--- src/rtl/writeback_register_file.sv ---
// Architectural register file with a pending-write scoreboard. Commits writeback results,
// serves two combinational read ports with same-cycle bypass and tracks outstanding producers.
module writeback_register_file #(
  parameter int unsigned DATABITWIDTH    = 16,
  parameter int unsigned REGADDRBITWIDTH = 4
) (
  input  logic                       clk,
  input  logic                       sync_rst,
  input  logic                       WritebackEn,
  input  logic [REGADDRBITWIDTH-1:0] WritebackAddr,
  input  logic [DATABITWIDTH-1:0]    WritebackData,
  input  logic                       ReserveEn,
  input  logic [REGADDRBITWIDTH-1:0] ReserveAddr,
  input  logic [REGADDRBITWIDTH-1:0] ReadAAddr,
  input  logic [REGADDRBITWIDTH-1:0] ReadBAddr,
  output logic [DATABITWIDTH-1:0]    ReadAData,
  output logic [DATABITWIDTH-1:0]    ReadBData,
  output logic                       ReadAPending,
  output logic                       ReadBPending,
  output logic [REGADDRBITWIDTH:0]   PendingCount
);

  localparam int unsigned NumRegs = 2 ** REGADDRBITWIDTH;

  logic [DATABITWIDTH-1:0]  regs_q [NumRegs];
  logic [NumRegs-1:0]       pend_q, pend_d;
  logic [REGADDRBITWIDTH:0] count_q, count_d;
  logic                     wr_valid, rsv_valid;

  assign wr_valid  = WritebackEn && (WritebackAddr != '0);
  assign rsv_valid = ReserveEn && (ReserveAddr != '0);

  // Reserve is applied after the clear so a same-edge new producer keeps the flag set.
  always_comb begin
    pend_d = pend_q;
    if (wr_valid) begin
      pend_d[WritebackAddr] = 1'b0;
    end
    if (rsv_valid) begin
      pend_d[ReserveAddr] = 1'b1;
    end
    pend_d[0] = 1'b0;
  end

  always_comb begin
    count_d = '0;
    for (int i = 0; i < NumRegs; i++) begin
      count_d = count_d + (REGADDRBITWIDTH + 1)'(pend_d[i]);
    end
  end

  always_ff @(posedge clk) begin
    if (sync_rst) begin
      for (int i = 0; i < NumRegs; i++) begin
        regs_q[i] <= '0;
      end
      pend_q  <= '0;
      count_q <= '0;
    end else begin
      if (wr_valid) begin
        regs_q[WritebackAddr] <= WritebackData;
      end
      pend_q  <= pend_d;
      count_q <= count_d;
    end
  end

  assign PendingCount = count_q;

  always_comb begin
    ReadAData    = '0;
    ReadAPending = 1'b0;
    if (ReadAAddr == '0) begin
      ReadAData    = '0;
      ReadAPending = 1'b0;
    end else if (WritebackEn && (WritebackAddr == ReadAAddr)) begin
      ReadAData    = WritebackData;
      ReadAPending = 1'b0;
    end else begin
      ReadAData    = regs_q[ReadAAddr];
      ReadAPending = pend_q[ReadAAddr];
    end
  end

  always_comb begin
    ReadBData    = '0;
    ReadBPending = 1'b0;
    if (ReadBAddr == '0) begin
      ReadBData    = '0;
      ReadBPending = 1'b0;
    end else if (WritebackEn && (WritebackAddr == ReadBAddr)) begin
      ReadBData    = WritebackData;
      ReadBPending = 1'b0;
    end else begin
      ReadBData    = regs_q[ReadBAddr];
      ReadBPending = pend_q[ReadBAddr];
    end
  end

endmodule

--- config.mk ---
export PLATFORM = sky130hd
export DESIGN_NAME = writeback_register_file
export DESIGN_NICKNAME = d
export VERILOG_FILES = /design/src/rtl/writeback_register_file.sv
export SDC_FILE = /design/constraint.sdc
export NUM_CORES = 1
export LEC_CHECK = 0
export CAP_MARGIN = 15
export CORE_MARGIN = 10
export CORE_UTILIZATION = 48
export CTS_BUF_LIST = sky130_fd_sc_hd__clkbuf_8
export CTS_CLUSTER_DIAMETER = 120
export DETAILED_ROUTE_END_ITERATION = 10
export HOLD_SLACK_MARGIN = 0.1
export PLACE_DENSITY = 0.75
export SLEW_MARGIN = 40
export SYNTH_ARGS = -nofsm -noshare
export SYNTH_HDL_FRONTEND = slang
export SYNTH_SLANG_ARGS = --single-unit
--- constraint.sdc ---
create_clock -name clk -period 7.9 [get_ports clk]
set_clock_uncertainty 0.15 [all_clocks]
set_input_delay 0.79 -clock clk [delete_from_list [all_inputs] [get_ports clk]]
set_output_delay 0.79 -clock clk [all_outputs]
set_load 0.02 [all_outputs]
Yosys cells after proc, flatten, opt, wreduce, memory -nomap -nowiden
Memories as Yosys holds them, arrays and structs flattened.
Index checks and enable logic that the tools add are counted.
{"block": "totals", "ram_bits": 256, "in_bits": 36, "register_bits": 21, "elab_cells": 66, "output_inout_bits": 39, "n_memories": 1}
{"block": "op_classes", "add_sub_neg": 14, "bitwise_logic": 3, "eq_ne": 2, "muxes": 26, "order_cmp": 6, "n_reduce_logical": 11}
{"memory": "regs_q", "depth": 16, "width": 16, "rd": 2, "rd_ports_with_merged_regs": 0, "wr": 16, "line": "25", "text": "logic [DATABITWIDTH-1:0] regs_q [NumRegs];"}
{"operator": "$mux W16", "count": 7}
{"operator": "$add A5 B1 Y5", "count": 10}
{"operator": "$lt A4 B5 Y1 const B", "count": 4}
{"operator": "$and A16 B16 Y16", "count": 1}
{"operator": "$not A16 Y16", "count": 1}
{"operator": "$or A16 B16 Y16", "count": 1}
{"operator": "$reduce_or A16 Y1", "count": 1}
{"operator": "$mux W1", "count": 14}
{"operator": "$bmux W1 S4", "count": 2}
{"operator": "$demux W1 S4", "count": 2}
{"operator": "$eq A4 B4 Y1", "count": 2}
{"operator": "$ge A4 B1 Y1 const B", "count": 2}
{"operator": "$logic_not A4 Y1", "count": 2}
{"operator": "$reduce_bool A4 Y1", "count": 2}
{"operator": "$logic_and A1 B1 Y1", "count": 6}
{"operator": "$add A4 B1 Y5", "count": 1}
{"operator": "$add A3 B1 Y4", "count": 1}
{"operator": "$mux W4", "count": 1}
{"operator": "$add A2 B1 Y3", "count": 1}
{"operator": "$add A1 B1 Y2", "count": 1}

Logic depth before layout (Yosys ltp)
Gate-level depths: netlist of run 1.
{"block": "logic_depth", "word_depth": 23, "mapped_depth": 18, "mapped_depth_nobuf": 17}

Least setup slack after synthesis of run 1
Ideal clock, no wire load.
{"block": "synth_timing", "kind": "input port to flip-flop", "startpoint": "input WritebackAddr[1]", "endpoint": "register count_q[1] (netlist: PendingCount[1])", "setup_time_ns": 0.066, "path_stages": 16, "n_path_buf": 1, "slack_ns": 3.032, "t_arrival_ns": 4.652, "path_cell_list": "clkbuf_1 nor2b_1 nand2_1 a22o_1 fa_1 inv_1 fa_1 inv_1 fa_1 inv_1 fa_1 inv_1 fa_1 inv_1 fa_1 nor2_1"}
{"block": "synth_via", "word_cells_on_any_way": 26}
{"item": "start, declared", "line": "10", "text": "input logic [REGADDRBITWIDTH-1:0] WritebackAddr,"}
{"item": "$lt A4 B5 Y1 (not written as such) or $ge A4 B1 Y1 (tied branches)", "line": "37", "text": "pend_d[WritebackAddr] = 1'b0;"}
{"item": "$logic_and A1 B1 Y1 (not written as such)", "line": "37"}
{"item": "$mux W1 (not written as such)", "line": "37"}
{"item": "$demux W1 S4", "line": "37"}
{"item": "$not A16 Y16 (no source line)"}
{"item": "$and A16 B16 Y16 (no source line)"}
{"item": "$mux W16 (*)", "line": "36", "text": "if (wr_valid) begin"}
{"item": "$or A16 B16 Y16 (no source line)"}
{"item": "$mux W16 (*)", "line": "39", "text": "if (rsv_valid) begin"}
{"item": "via pend_d[6]", "line": "26", "text": "logic [NumRegs-1:0] pend_q, pend_d;"}
{"item": "$add A5 B1 Y5 (*) (10 in a row)", "line": "48", "text": "count_d = count_d + (REGADDRBITWIDTH + 1)'(pend_d[i]);"}
{"item": "end signal, assigned", "line": "64", "text": "count_q <= count_d;"}
{"item": "end, declared", "line": "27", "text": "logic [REGADDRBITWIDTH:0] count_q, count_d;"}
Mark *: on every way through the listed nets, which the timed path passes. The rest lies on a longest branch.
A chain may end at the register's enable or synchronous reset.

Final worst setup path of run 1
{"block": "layout_timing", "startpoint": "input WritebackAddr[0]", "endpoint": "register count_q[1] (netlist: PendingCount[1])"}
{"block": "layout_via", "elab_chain_cells": 23, "word_cells_on_any_way": 26}
{"item": "$lt A4 B5 Y1 (not written as such) or $ge A4 B1 Y1 (tied branches)", "line": "37"}
{"item": "$logic_and A1 B1 Y1 (not written as such)", "line": "37"}
{"item": "$mux W1 (not written as such)", "line": "37"}
{"item": "$demux W1 S4", "line": "37"}
{"item": "$not A16 Y16 (no source line)"}
{"item": "$and A16 B16 Y16 (no source line)"}
{"item": "$mux W16 (*)", "line": "36"}
{"item": "$or A16 B16 Y16 (no source line)"}
{"item": "$mux W16 (*)", "line": "39"}
{"item": "$add A1 B1 Y2", "line": "48"}
{"item": "$add A2 B1 Y3", "line": "48"}
{"item": "$add A3 B1 Y4", "line": "48"}
{"item": "$add A4 B1 Y5", "line": "48"}
{"item": "$add A5 B1 Y5 (9 in a row)", "line": "48"}
{"item": "$add A5 B1 Y5 (*)", "line": "48"}
Mark *: on every way between the ends. The rest lies on a longest branch, timed or not.

==> metrics.txt, run 1 <==
number of DRC violations after detailed-routing iteration 0=between 1,000 and 1,500; switching part of the total=0.268; clock tree from TritonCTS=done; mean cell area of the mapped netlist=14.5 µm²; worst-case headroom to the max-slew limit=0.368; wire length per cell after detailed routing=28.3 µm; VDD IR-drop max=99.3 µV; vias in the first global route=just over 10,000; total of buffers placed on input and output ports=73; hold violation total from the final report=0; die width=198 µm; share of the yosys chip area belonging to registers=0.529; sum of negative setup slack=0 ns; Req. time, crit path=8.26 ns; area taken by flip-flops and latches=roughly 8100 µm²; worst setup path category=in2reg; cts bufs inserted=45; Comb power frac=0.154; clock tree buffer depth=3; antenna violations before repair=1; total routed wirelength=44,000 µm; GRT Util Overall=0.224; run status=completed; number of standard-cell rows in the floorplan=65; routed wire length on met2=~22,000 µm; crit start category=input pin; Layout Nets=1,164; leakage=around 6.1 nW; starting density of the core=0.485; net switching power=0.000935 W; total overflow reported by the global router=0; sequential share of power=0.493; RePlAce Congestion=0.903; I/O pins=75; Least-Margin Pin Slew=between 0.9 and 1 ns; capturing instance or port of the critical path=PendingCount[1]; pin count of the biggest net entering global routing=between 70 and 80; Unique masters post-synth=46; top_reg_cell synth=sky130_fd_sc_hd__edfxtp_1; Hold Path Depth=2; internal power of the cells=0.00256 W; Warnings, synthesis=0; crit path time final=5.40 ns; most common cell in the netlist=sky130_fd_sc_hd__edfxtp_1; Sinks on Clock Net=275; beginning of the critical path=WritebackAddr[0]; buffers inserted during post-CTS setup optimization=0; number of pins exceeding their max-slew limit in the final report=0; vias per cell=6.39; buffer type at the clock tree root=sky130_fd_sc_hd__clkbuf_8; post-route setup slack=2.50 ns; 1st-pass router iterations=5; final cycle utilization of the critical path=0.684; maximum frequency from static timing analysis=185 MHz; H-tree depth=2; post_cts resized=0; class of the worst hold path=reg2reg; HPWL after detailed placement=27,300 µm; number of vias in the routed layout=roughly 9,900; area taken by multi-input logic gates=roughly 6800 µm²; cells on worst reg2reg path=13; Place WS=1.93 ns; DRC violations left=0; arrival time worst endpoint=5.76 ns; most area-hungry cell type in the Yosys netlist=sky130_fd_sc_hd__edfxtp_1; antenna viol nets, final=0; core region area=31,500 µm²; source of the worst register-to-register timing path=pend_q[6]; layout cell share with drive strength beyond 1=0.216; routed length on met1=15,600 µm; flop-to-flop setup slack=3.95 ns; mapped cell area=15,300 µm²; critical path fanouts, max=17; RSZ-0062 raised after global routing=no; area share of the leading cell type in the synthesized netlist=0.504; async set or reset register ratio after synthesis=0; Synth top cells by count=sky130_fd_sc_hd__edfxtp_1, sky130_fd_sc_hd__and2_1, sky130_fd_sc_hd__mux4_2, sky130_fd_sc_hd__a22oi_1, sky130_fd_sc_hd__nand2_1; number of max-cap violations=0; insertion delay of the later-clocked pin in the worst-skew pair=about 0.57 ns; capture instance of the worst register-to-register path=PendingCount[1]; Worst-path clk slew=0.06 ns; hold-fix buffers at CTS=0; Layout fillers=~2,500; Area contributors post-synth=sky130_fd_sc_hd__edfxtp_1, sky130_fd_sc_hd__mux4_2, sky130_fd_sc_hd__and2_1, sky130_fd_sc_hd__a22oi_1, sky130_fd_sc_hd__dfxtp_1; portion of total power attributed to the clock network=0.353; Worst setup EP type=flip-flop; Seq cells post-synth=approximately 280; Setup-failing EPs final=0; full die area=between 30,000 and 40,000 µm²; power per cell area=roughly 200 nW/µm²; highest signal layer in the routed design=met4; area added between synthesis and finish=12.7%; diode count=0; gate count of the mapped netlist=1,050; wire length of the first global-routing pass=64,900 µm; routed length on met3=4230 µm; number of synthesized flops with an enable pin=256; Die Ht=198 µm
==> worst max-delay path, stage by stage <==
cell,delay [ns]
sky130_fd_sc_hd__clkdlybuf4s50_1,0.99
sky130_fd_sc_hd__inv_1,0.22
sky130_fd_sc_hd__nor2_1,0.29
sky130_fd_sc_hd__nand2_1,0.12
sky130_fd_sc_hd__a32oi_1,0.30
sky130_fd_sc_hd__fa_1,0.50
sky130_fd_sc_hd__fa_1,0.50
sky130_fd_sc_hd__inv_1,0.05
sky130_fd_sc_hd__fa_1,0.47
sky130_fd_sc_hd__inv_1,0.05
sky130_fd_sc_hd__fa_1,0.47
sky130_fd_sc_hd__inv_1,0.05
sky130_fd_sc_hd__fa_1,0.38
sky130_fd_sc_hd__inv_1,0.09
sky130_fd_sc_hd__fa_1,0.39
sky130_fd_sc_hd__nor2_1,0.10
==> layout by cell type (no fill, tap or decap), drive strengths merged, types with 2 or more instances in the layout <==
cell	count
nand4	2
and2	244
and3	4
a22oi	66
clkdlybuf4s50	68
dfxtp	19
inv	27
mux2i	2
nor2b	18
nand3	5
a32oi	4
o21ai	3
clkbuf	45
bufinv	3
clkinv	19
mux4	136
ha	2
buf	31
nand2b	17
conb	17
nand2	49
fa	10
xnor2	6
edfxtp	256
nor3	6
xor2	2
nor2	32
clkinvlp	2
a21oi	6
a22o	41
==> layout make-up <==
class / count / share of cell area
well taps: 402 / 0.0292
repair buffers: 99 / 0.0543
multi-input cells: 680 / 0.394
clock buffers: 45 / 0.0360
inverters: 15 / 0.00327
clock inverters: 36 / 0.0142
flip-flops and latches: 275 / 0.469
==> worst min-delay path by stage <==
stage,end,start
after detailed placement,pend_q[4],pend_q[4]
after floorplan,pend_q[2],pend_q[2]
after CTS,pend_q[4],pend_q[4]
after global routing,pend_q[7],pend_q[7]
after global placement,pend_q[2],pend_q[2]
final,pend_q[4],pend_q[4]
==> flip-flops by register name (all words and copies together), names as in the netlist <==
| name | cells |
|---|---|
| pend_q | 15 |
| PendingCount | 4 |
| regs_q | 256 |
==> power by group through the flow <==
stage	Clock (W)	Sequential (W)	Combinational, W
after global placement	0	0.00174	0.000528
after floorplan	0	0.00174	0.000344
after global routing	0.00130	0.00173	0.000569
after CTS	0.00124	0.00172	0.000538
final	0.00123	0.00172	0.000540
after detailed placement	0	0.00175	0.000537
==> per-layer routing <==
metal  vias up  track usage
met2       625        0.385
met4         0       0.0982
li1       4165            -
met5         -            0
met1      4996        0.270
met3       126       0.0412
==> metrics by stage <==
step	power (W)	cells	util	hold slack [ns]	instance area [µm²]
after global placement	0.00227	1468	0.515	0.423	16200
after detailed placement	0.00229	1471	0.519	0.426	16300
after CTS	0.00350	1552	0.546	0.454	17200
after global routing	0.00360	1552	0.546	0.492	17200
after floorplan	0.00208	1066	-	0.356	15300
final	0.00350	1552	0.546	0.447	17200
==> logic make-up (layout without fill, tap and decap cells) <==
logic type	after synthesis	in the layout	share of synthesized area
compound gates	123	123	0.0639
other cells	1	17	0.000246
simple gates	382	382	0.146
xor+xnor	8	8	0.00459
mux	138	138	0.204
buf+inv	111	195	0.0384
flops	275	275	0.529
fa+ha+maj	12	12	0.0148
Note: power is estimated with default switching activity, not from simulation.
==> run 2: changes to the inputs <==
==> constraint.sdc (replaced) <==
create_clock -name clk -period 5.52 [get_ports clk]
set_clock_uncertainty 0.15 [all_clocks]
set_input_delay 0.552 -clock clk [delete_from_list [all_inputs] [get_ports clk]]
set_output_delay 0.552 -clock clk [all_outputs]
set_load 0.02 [all_outputs]
==> run 2 against run 1 <==
Net effect: core utilization about the same; combinational power increased by 44%; non-clock buffer count up 13; clock-buffer cell count up 2; largest power group unchanged.
==> metrics.txt, run 2 (same netlist as run 1, synthesis figures left out) <==
final cycle utilization of the critical path=0.846; number of DRC violations after detailed-routing iteration 0=1,162; total overflow reported by the global router=0; post-layout instance area=17,200 µm²; worst-case headroom to the max-slew limit=0.418; diode count=0; sum of negative setup slack=0 ns; core region area=31,500 µm²; crit path time final=4.67 ns; RePlAce Congestion=0.890; full die area=roughly 40,000 µm²; Die Ht=198 µm; Sinks on Clock Net=275; Worst-path clk slew=0.06 ns; die width=approximately 200 µm; hold-fix buffers at CTS=0; total routed wirelength=43,800 µm; class of the worst hold path=reg2reg; wire length of the first global-routing pass=65,500 µm; RSZ-0062 raised after global routing=no; net switching power=0.00128 W; leakage=6.15 nW; number of pins exceeding their max-slew limit in the final report=0; wire length per cell after detailed routing=28.0 µm; post_cts resized=0; vias per cell=6.31; commonest cells after routing, fill and taps aside=sky130_fd_sc_hd__edfxtp_1, sky130_fd_sc_hd__and2_1, sky130_fd_sc_hd__mux4_2; Layout Nets=1,177; Setup-failing EPs final=0; Post-DP Area=16,400 µm²; total of buffers placed on input and output ports=73; area taken by multi-input logic gates=6740 µm²; I/O pins=75; number of max-cap violations=0; power per cell area=283 nW/µm²; Place WS=0.273 ns; maximum frequency from static timing analysis=214 MHz; number of standard-cell rows in the floorplan=65; internal power of the cells=0.00359 W; register name with the most flops=regs_q; buffer type at the clock tree root=sky130_fd_sc_hd__clkbuf_8; number of vias in the routed layout=9,861; clock tree from TritonCTS=done; Worst setup EP type=flip-flop; clock tree buffer depth=3; most common cell after layout, fill and taps aside=sky130_fd_sc_hd__edfxtp_1; number of flip-flops under the largest register name=between 200 and 300; vias in the first global route=10,200; area added between synthesis and finish=12.6%; antenna viol nets, final=0; post-layout total power=0.00486 W; starting density of the core=0.485; layout cell share with drive strength beyond 1=0.215; portion of total power attributed to the clock network=0.334; GRT Util Overall=0.225; Least-Margin Pin Slew=around 0.87 ns; Req. time, crit path=between 5 and 6 ns; insertion delay of the later-clocked pin in the worst-skew pair=slightly below 0.6 ns; post-route setup slack=0.849 ns; HPWL after detailed placement=28,200 µm; crit start category=input pin; H-tree depth=2; run status=completed; worst setup path category=in2reg; arrival time worst endpoint=between 5 and 6 ns; antenna violations before repair=0; area taken by flip-flops and latches=8070 µm²; 1st-pass router iterations=8; DRC violations left=0; critical path fanouts, max=8; switching part of the total=0.262; buffers inserted during post-CTS setup optimization=0; hold violation total from the final report=0; cts bufs inserted=45; Layout fillers=between 2,000 and 2,500; sequential share of power=0.507; Comb power frac=0.159; VDD IR-drop max=129 µV; pin count of the biggest net entering global routing=56
## run 2: cell type report
type | count | area share
Clock buffer | 47 | 0.0376
Sequential cell | 275 | 0.469
Clock inverter | 32 | 0.00888
Tap cell | 402 | 0.0293
Multi-Input combinational cell | 680 | 0.392
Inverter | 15 | 0.00328
Timing Repair Buffer | 112 | 0.0596
## run 2: path summary, 6_finish.rpt
check | from | to | slack [ns] | cells past startpoint
worst max register to register | pend_q[6] | PendingCount[1] | 1.52 | 13
worst max-delay path | WritebackEn | PendingCount[1] | 0.85 | 16
worst min register to register | pend_q[15] | pend_q[15] | 0.45 | 2
worst min-delay path | pend_q[15] | pend_q[15] | 0.45 | 2
## run 2: power by group through the flow
| stage | Clock (W) | Combinational, W | Sequential (W) |
|---|---|---|---|
| 6_report | 0.00162 | 0.000775 | 0.00247 |
| 5_1_grt | 0.00172 | 0.000815 | 0.00248 |
| 4_1_cts | 0.00163 | 0.000773 | 0.00247 |
| 3_5_place_dp | 0 | 0.000769 | 0.00251 |
| 3_3_place_gp | 0 | 0.000758 | 0.00249 |
| 2_1_floorplan | 0 | 0.000492 | 0.00249 |
## run 2: critical path: stages
cell and delay (ns):
sky130_fd_sc_hd__clkdlybuf4s50_1 0.61, sky130_fd_sc_hd__and3b_1 0.27, sky130_fd_sc_hd__nand2_1 0.12, sky130_fd_sc_hd__a22o_1 0.29, sky130_fd_sc_hd__fa_1 0.54, sky130_fd_sc_hd__inv_1 0.06, sky130_fd_sc_hd__fa_1 0.53, sky130_fd_sc_hd__inv_1 0.05
sky130_fd_sc_hd__fa_1 0.48, sky130_fd_sc_hd__inv_1 0.05, sky130_fd_sc_hd__fa_1 0.48, sky130_fd_sc_hd__inv_1 0.05, sky130_fd_sc_hd__fa_1 0.37, sky130_fd_sc_hd__inv_1 0.09, sky130_fd_sc_hd__fa_1 0.38, sky130_fd_sc_hd__nor2_1 0.10
## run 2: per-layer routing
layer | global-route usage | routed length (µm) | up-vias | part of all wire
met4 | 0.101 | 1860 | 0 | 0.042
met3 | 0.0448 | 4140 | 132 | 0.095
met1 | 0.274 | 15800 | 4987 | 0.36
met2 | 0.380 | 22000 | 572 | 0.50
li1 | - | - | 4170 | -
met5 | 0 | 0 | - | 0
## run 2: stage by stage
| stage | util | instances | hold WS (ns) |
|---|---|---|---|
| after floorplan | - | 1066 | 0.356 |
| after global placement | 0.518 | 1482 | 0.463 |
| after detailed placement | 0.520 | 1484 | 0.435 |
| after CTS | 0.546 | 1563 | 0.449 |
| after global routing | 0.546 | 1563 | 0.472 |
| final | 0.546 | 1563 | 0.447 |
==> run 3: changes to the inputs <==
==> constraint.sdc (replaced) <==
create_clock -name clk -period 4.7 [get_ports clk]
set_clock_uncertainty 0.15 [all_clocks]
set_input_delay 0.47 -clock clk [delete_from_list [all_inputs] [get_ports clk]]
set_output_delay 0.47 -clock clk [all_outputs]
set_load 0.02 [all_outputs]
==> run 3 against run 2 <==
Net effect: worst hold slack worse by 0.15 ns; final area grew 1.2%; highest routed layer is now met5; global-route usage is 0.18 points higher; largest cell class unchanged; critical path depth unchanged; sequential power rose by 17%; non-clock buffer count grew 23; die area unchanged; clock power increased by 17%; register-to-register slack lost 0.84 ns; setup slack got worse by 0.64 ns; sequential cell count unchanged.
==> metrics.txt, run 3 (same netlist as run 1, synthesis figures left out) <==
hold violation total from the final report=0; total of buffers placed on input and output ports=73; antenna violations before repair=2; clock tree from TritonCTS=done; 1st-pass router iterations=5; Min-Delay Startpoint=sync_rst; Worst-path clk slew=0.07 ns; sum of negative setup slack=0 ns; I/O pins=75; Layout Nets=1,199; area added between synthesis and finish=14.0%; number of flip-flops under the largest register name=256; Die Ht=198 µm; Setup-failing EPs final=0; number of max-cap violations=0; worst-case headroom to the max-slew limit=0.467; RePlAce Congestion=0.914; Hold Path Depth=2; crit start category=input pin; full die area=about 40,000 µm²; worst setup path category=in2reg; crit path time final=4.49 ns; post-layout instance area=17,400 µm²; commonest cells after routing, fill and taps aside=sky130_fd_sc_hd__edfxtp_1, sky130_fd_sc_hd__and2_1, sky130_fd_sc_hd__mux4_2; number of vias in the routed layout=~10,000; vias in the first global route=10,200; GRT Util Overall=0.227; number of pins exceeding their max-slew limit in the final report=0; capture instance of the worst register-to-register path=PendingCount[1]; vias per cell=6.32; core region area=between 30,000 and 40,000 µm²; cells on worst reg2reg path=13; Least-Margin Pin Slew=0.799 ns; die width=198 µm; wire length of the first global-routing pass=between 60,000 and 70,000 µm; highest signal layer in the routed design=met5; DRC violations left=0; wire length per cell after detailed routing=28.1 µm; hold-fix buffers at CTS=0; number of DRC violations after detailed-routing iteration 0=around 1,300; Sinks on Clock Net=275; total overflow reported by the global router=0; layout cell share with drive strength beyond 1=0.235; power per cell area=around 330 nW/µm²; Post-DP Area=16,600 µm²; VDD IR-drop max=193 µV; antenna viol nets, final=0; register name with the most flops=regs_q; maximum frequency from static timing analysis=223 MHz; routed length on met3=4530 µm; flop-to-flop setup slack=0.68 ns; leakage=between 6 and 7 nW; arrival time worst endpoint=4.83 ns; routed wire length on met2=22,400 µm; starting density of the core=0.485; most common cell after layout, fill and taps aside=sky130_fd_sc_hd__edfxtp_1; critical path fanouts, max=4; total routed wirelength=44,600 µm; H-tree depth=2; class of the worst hold path=in2reg; HPWL after detailed placement=28,200 µm; routed length on met1=16,200 µm; insertion delay of the later-clocked pin in the worst-skew pair=0.57 ns; pin count of the biggest net entering global routing=57; diode count=0; number of standard-cell rows in the floorplan=65; cts bufs inserted=44; run status=completed; buffer type at the clock tree root=sky130_fd_sc_hd__clkbuf_8; Worst Hold Endpoint=pend_q[2]; source of the worst register-to-register timing path=pend_q[6]; Req. time, crit path=5.04 ns; Worst setup EP type=flip-flop; final cycle utilization of the critical path=0.955; clock tree buffer depth=3
==> run 3: changes by cell type in the layout (fill, tap and decap cells not counted), sizes merged <==
cell / before / now
bufinv: 1 / 0
inv: 35 / 32
buf: 44 / 67
clkbuf: 47 / 48
clkinv: 10 / 12
clkinvlp: 1 / 2
==> run 3: how the worst max path moves through the flow <==
stage	startpoint	to	slack [ns]	depth (start not counted)
global route	WritebackAddr[3]	PendingCount[2]	-0.005	17
CTS	WritebackAddr[1]	PendingCount[1]	0.17	16
finish	WritebackAddr[3]	PendingCount[1]	0.21	16
global placement	WritebackAddr[1]	PendingCount[1]	-0.38	16
detailed placement	WritebackAddr[1]	PendingCount[1]	-0.39	16
floorplan	WritebackAddr[1]	PendingCount[1]	0.15	16
==> run 3: where the power goes <==
| group | internal (W) | switching (W) | total, W | leakage, nW |
|---|---|---|---|---|
| combinational | 0.000427 | 0.000500 | 0.000927 | 3.18 |
| sequential | 0.00283 | 0.0000728 | 0.00290 | 2.61 |
| clock | 0.000936 | 0.000953 | 0.00189 | 0.466 |
==> run 3: per-stage QoR <==
step | setup slack (ns) | std cells | utilization | hold slack [ns] | total power (W)
after global routing | -0.00509 | 1586 | 0.553 | 0.310 | 0.00590
after CTS | 0.170 | 1586 | 0.552 | 0.276 | 0.00571
final | 0.209 | 1586 | 0.553 | 0.292 | 0.00571
after detailed placement | -0.392 | 1507 | 0.527 | 0.429 | 0.00386
after global placement | -0.375 | 1505 | 0.524 | 0.422 | 0.00383
after floorplan | 0.152 | 1066 | - | 0.356 | 0.00350
==> run 3: what timing repair did <==
item,4_1_cts,5_1_grt
buffers inserted,0,0
setup endpoints to repair,0,2
resized for setup,0,4
==> run 3: layer usage <==
metal	up-vias	GRT usage
met4	2	0.0766
met3	110	0.0502
met1	5058	0.284
met2	638	0.381
met5	-	0.00792
li1	4220	-
==> run 3: area by class of cell <==
type,count,area (µm²)
fillers,2460,14100
well taps,402,503
clock inverters,31,128
multi-input cells,680,6750
clock buffers,48,661
repair buffers,135,1230
inverters,15,56.3
flip-flops and latches,275,8070
==> run 3: critical path, cell delays in order <==
cell and delay [ns]:
sky130_fd_sc_hd__clkdlybuf4s50_1 0.48, sky130_fd_sc_hd__and3b_2 0.31, sky130_fd_sc_hd__nand2_1 0.08, sky130_fd_sc_hd__a22o_1 0.28, sky130_fd_sc_hd__fa_1 0.56, sky130_fd_sc_hd__inv_1 0.07
sky130_fd_sc_hd__fa_1 0.54, sky130_fd_sc_hd__inv_1 0.05, sky130_fd_sc_hd__fa_1 0.47, sky130_fd_sc_hd__inv_1 0.05, sky130_fd_sc_hd__fa_1 0.47, sky130_fd_sc_hd__inv_1 0.05
sky130_fd_sc_hd__fa_1 0.38, sky130_fd_sc_hd__inv_1 0.09, sky130_fd_sc_hd__fa_1 0.38, sky130_fd_sc_hd__nor2_1 0.11
